`src/rtl/diff_accum.sv`:
```
// diff_accum: windowed accumulator that emits one registered sum per CNT accepted samples.
// Optional feature macro DIFF_ACCUM_ABS_EN: accumulate absolute values (sum of absolute differences).
module diff_accum #(
   parameter int DIN        = 16,
   parameter int DIN_SIGNED = 0,
   parameter int CNT        = 4,
   localparam int DOUT      = DIN + $clog2(CNT)
) (
   input  logic            clk,
   input  logic            rst,
   input  logic [DIN-1:0]  din_data,
   input  logic            din_valid,
   output logic            din_ready,
   output logic [DOUT-1:0] dout_data,
   output logic            dout_valid,
   input  logic            dout_ready
);

   localparam int CW = (CNT > 1) ? $clog2(CNT) : 1;
   localparam logic [CW-1:0] CNT_ONE  = CW'(1);
   localparam logic [CW-1:0] CNT_LAST = CW'(CNT - 1);

   typedef enum logic {
      ST_ACC = 1'b0,
      ST_OUT = 1'b1
   } state_e;

   state_e          state_q, state_d;
   logic [DOUT-1:0] acc_q, acc_d;
   logic [DOUT-1:0] res_q, res_d;
   logic [CW-1:0]   cnt_q, cnt_d;
   logic [DOUT-1:0] sample_ext;

   function automatic logic [DOUT-1:0] ext_sample(input logic [DIN-1:0] d);
      logic [DOUT-1:0] e;
      if (DIN_SIGNED != 0) begin
         e = DOUT'($signed(d));
      end else begin
         e = DOUT'(d);
      end
`ifdef DIFF_ACCUM_ABS_EN
      // Negation in DOUT width keeps -2^(DIN-1) representable.
      e = ((DIN_SIGNED != 0) && e[DOUT-1]) ? -e : e;
`endif
      return e;
   endfunction

   assign sample_ext = ext_sample(din_data);
   assign dout_valid = (state_q == ST_OUT);
   assign dout_data  = res_q;

   // Next-state, accumulator and input-ready logic.
   always_comb begin
      state_d   = state_q;
      acc_d     = acc_q;
      cnt_d     = cnt_q;
      res_d     = res_q;
      din_ready = 1'b1;
      case (state_q)
         ST_ACC: begin
            din_ready = 1'b1;
            if (din_valid) begin
               if (cnt_q == CNT_LAST) begin
                  res_d   = acc_q + sample_ext;
                  acc_d   = {DOUT{1'b0}};
                  cnt_d   = {CW{1'b0}};
                  state_d = ST_OUT;
               end else begin
                  acc_d = acc_q + sample_ext;
                  cnt_d = cnt_q + CNT_ONE;
               end
            end else begin
               state_d = ST_ACC;
            end
         end
         ST_OUT: begin
            // Ready passes straight through so a new window can start during the output handshake.
            din_ready = dout_ready;
            if (dout_ready) begin
               if (din_valid) begin
                  if (CNT == 1) begin
                     res_d   = sample_ext;
                     state_d = ST_OUT;
                  end else begin
                     acc_d   = sample_ext;
                     cnt_d   = CNT_ONE;
                     state_d = ST_ACC;
                  end
               end else begin
                  state_d = ST_ACC;
               end
            end else begin
               state_d = ST_OUT;
            end
         end
         default: begin
            state_d   = ST_ACC;
            acc_d     = {DOUT{1'b0}};
            cnt_d     = {CW{1'b0}};
            res_d     = {DOUT{1'b0}};
            din_ready = 1'b0;
         end
      endcase
   end

   // State registers with synchronous reset.
   always_ff @(posedge clk) begin
      if (rst) begin
         state_q <= ST_ACC;
         acc_q   <= {DOUT{1'b0}};
         cnt_q   <= {CW{1'b0}};
         res_q   <= {DOUT{1'b0}};
      end else begin
         state_q <= state_d;
         acc_q   <= acc_d;
         cnt_q   <= cnt_d;
         res_q   <= res_d;
      end
   end

endmodule

```
`config.mk`:
```
export PLATFORM = sky130hd
export DESIGN_NAME = diff_accum
export DESIGN_NICKNAME = d
export VERILOG_FILES = /design/src/rtl/diff_accum.sv
export SDC_FILE = /design/constraint.sdc
export NUM_CORES = 1
export LEC_CHECK = 0
export ABC_CLOCK_PERIOD_IN_PS = 3600
export CAP_MARGIN = 5
export CORE_ASPECT_RATIO = 1.75
export CORE_MARGIN = 8
export CORE_UTILIZATION = 54
export CTS_CLUSTER_SIZE = 25
export DETAILED_ROUTE_END_ITERATION = 6
export GPL_ROUTABILITY_DRIVEN = 0
export PLACE_DENSITY = 0.8
export SYNTH_ARGS = -nofsm -noshare
export SYNTH_HDL_FRONTEND = slang
export SYNTH_SLANG_ARGS = --single-unit
```
`constraint.sdc`:
```
create_clock -name clk -period 3.6 [get_ports clk]
set_clock_uncertainty 0.2 [all_clocks]
set_input_delay 0.9 -clock clk [delete_from_list [all_inputs] [get_ports clk]]
set_output_delay 0.9 -clock clk [all_outputs]
set_load 0.005 [all_outputs]
```
==> results.py <==
metrics = {
    "final_layout": {
        "drive_gt1_frac": 0.07588,
        "fillers": 413,
        "fin_nets": 408,
        "final_util": 0.6764,
        "final_cell_mix": "39 x dfxtp_1, 39 x clkdlybuf4s50_1, 33 x nand2_1",
        "syn_to_final_growth_pct": 22.19,
        "diodes": 0,
    },
    "detailed_routing": {
        "dr.pass1.iters": 4,
        "drt_iter0_markers": 160,
        "met3WireLength_um": 369,
        "drc": 0,
        "viasPerCell": 6.363,
        "wire_per_inst_um": 17.70,
        "wl_met1_um": 2805,
        "top_layer": "met4",
        "wl_um": 7450,
        "met2_length_um": 3979,
        "vias": 2679,
        "ant_nets": 0,
    },
    "synthesis": {
        "ys.flop_type": "dfxtp_1",
        "yosys_warnings": 0,
        "syn_inst": 329,
        "synth_edf_count": 0,
        "synth_async_sr_flop_share": 0,
        "yosysUniqueCellTypes": 55,
        "yosysTopAreaCellShare": 0.3050,
        "yosysTopAreaCell": "dfxtp_1",
        "synth_area_mm2": 0.002560,
        "ys_top_cells_by_area": "dfxtp_1 30%, ha_1 8.3%, a21oi_1 5.9%, o21ai_0 5.1%, nand2_1 4.8%",
        "mappedNetlistNets": 367,
        "synth_seq_area_share": 0.3050,
        "synth_seq_cells": 39,
        "syn_area_per_cell_um2": 7.781,
    },
    "placed_design": {
        "port_buffers": 39,
        "dp_hpwl_um": 5488,
    },
    "clock_network": {
        "clockRootBuffer": "clkbuf_8",
        "cts_tree": "built",
        "cts-hold-fix-buffers": 0,
        "cts_resized": 0,
        "insertion_delay_ns": 0.29,
        "htreeDepth": 2,
        "cts_buffers": 5,
        "clk_pin_slew_ns": 0.08,
        "cts.path.max_buffers": 2,
        "cts_setup_buffers": 0,
        "cts_sinks": 39,
    },
    "run_status": {
        "outcome": "finished clean",
    },
    "setup_path": {
        "crit_fanout": 2,
        "path_cells": "clkdlybuf4s50_1 > ha_1 > inv_1 > fa_1 > and2b_1 > o2111ai_1 > a211oi_1 > buf_4 > mux2_2 > a32oi_1 > a21oi_1",
        "worst_setup_path_start_kind": "input port",
        "critPathKind": "in2reg",
        "critPathRequiredTime_ns": 3.57,
        "slowest_delay_ns": 0.48,
        "critPathCaptureType": "flop",
        "slowest_stage": "clkdlybuf4s50_1",
        "arrival_ns": 3.42,
    },
    "die": {
        "die-area_mm2": 0.007286,
        "initial_core_util": 0.5536,
        "core_area_mm2": 0.004624,
        "rows": 33,
        "fp.dieH_um": 107.1,
        "die_width_um": 68.05,
        "io_pins": 40,
    },
    "timing": {
        "finalCritPeriodShare": 0.9557,
        "finalSetupViolations": 0,
        "tightestPinTransition_ns": 0.9303,
        "max_freq_mhz": 290.7,
        "rsz0062_at_grt": "false",
        "report.final.slew_viol_count": 0,
        "hold_violations": 0,
        "fin_crit_ns": 3.441,
        "slew_headroom": 0.3775,
    },
    "global_route": {
        "grt_start_max_net_pins": 31,
        "track_usage": 0.2109,
        "grt-ovfl-total": 0,
        "grt_pass1_vias": 2655,
        "antenna_found_initial": 0,
        "grt_pass1_wl_um": 12190,
    },
    "power_and_ir_drop": {
        "p_leak_nw": 1.299,
        "ir_drop_mv": 0.2887,
        "power_density_mw_per_mm2": 379.3,
        "total_power_mw": 1.187,
    },
    "flow_run": {
        "cap_viol_max_count": 0,
    },
    "hold_path": {
        "hold_class": "reg2reg",
    },
}
area by class of cell:
type	instances	area (um2)	share of cell area
well taps	52	65.06	0.02080
clock inverters	1	7.507	0.002400
repair buffers	57	525.5	0.1680
multi-input cells	260	1654	0.5288
inverters	7	26.28	0.008400
flip-flops and latches	39	780.7	0.2496
clock buffers	5	68.82	0.02200
final timing paths:
path                                  start                   endpoint  slack (ns)  depth (start not counted)
setup / recovery                din_data[0]     acc_q[14]$_SDFFE_PP0P_        0.16                         11
hold / removal    dout_data[7]$_SDFFE_PP0P_  dout_data[7]$_SDFFE_PP0P_        0.25                          2
hold reg to reg   dout_data[7]$_SDFFE_PP0P_  dout_data[7]$_SDFFE_PP0P_        0.25                          2
setup reg to reg      acc_q[0]$_SDFFE_PP0P_     acc_q[14]$_SDFFE_PP0P_        0.93                         10
stage by stage:
stage / hold WS [ns] / std cells / area, um2 / TNS, ns / setup WS [ns]
finish: 0.2540 / 421 / 3128 / 0 / 0.1595
floorplan: 0.2500 / 329 / 2560 / 0 / 0.3743
CTS: 0.2579 / 421 / 3128 / 0 / 0.1630
global placement: 0.2439 / 415 / 3052 / -0.1234 / -0.06366
global route: 0.2823 / 421 / 3128 / 0 / 0.01852
detailed placement: 0.2470 / 415 / 3052 / -0.3353 / -0.1282
power breakdown:
part	internal, mW	switching [mW]
combinational	0.190	0.236
clock	0.129	0.154
sequential	0.459	0.0187
total	0.777	0.409
state kept, by name, summed over array words and instances, names as in the netlist:
register	cells
acc_q	18
cnt_q	2
dout_data	18
dout_valid	1
routing by layer:
metal  up-vias  global-route usage
li1       1318                   -
met1      1256              0.2222
met2        82              0.3722
met3        23             0.04071
met4         0              0.1119
met5         -                   0
critical path, delay by kind of cell:
family | cells | cell delay (ns)
mux | 1 | 0.35
buf+inv | 3 | 0.69
simple gates | 1 | 0.23
compound gates | 4 | 0.70
fa+ha+maj | 2 | 0.55
synth_stat cells (2+ instances only):
library cell  number
clkbuf_1          17
nand2_1           33
buf_2              4
a31oi_1            6
nand2b_1           4
dfxtp_1           39
nor3b_1            2
a22oi_1            2
and3_1             2
ha_1              17
o211ai_1           4
a211oi_1          12
mux2_2             2
o211a_1            2
inv_1              6
nor3_1            11
a221oi_1           5
and2_1             3
a21o_1             9
a21oi_1           30
nor2_1            25
or3_1              8
xor2_1             4
o2111ai_1          3
mux2i_1            2
a32oi_1            3
o2111a_1           2
nand3_1           16
xnor2_1            4
o21a_1             2
o21ai_0           26
kinds of logic after synthesis:
group,count (synthesis),synth area share
compound gates,117,0.3011
xor+xnor,8,0.02737
buf+inv,30,0.04887
fa+ha+maj,18,0.09091
simple gates,113,0.2102
flops,39,0.3050
mux,4,0.01662
Power figures use the tool's default switching activity.
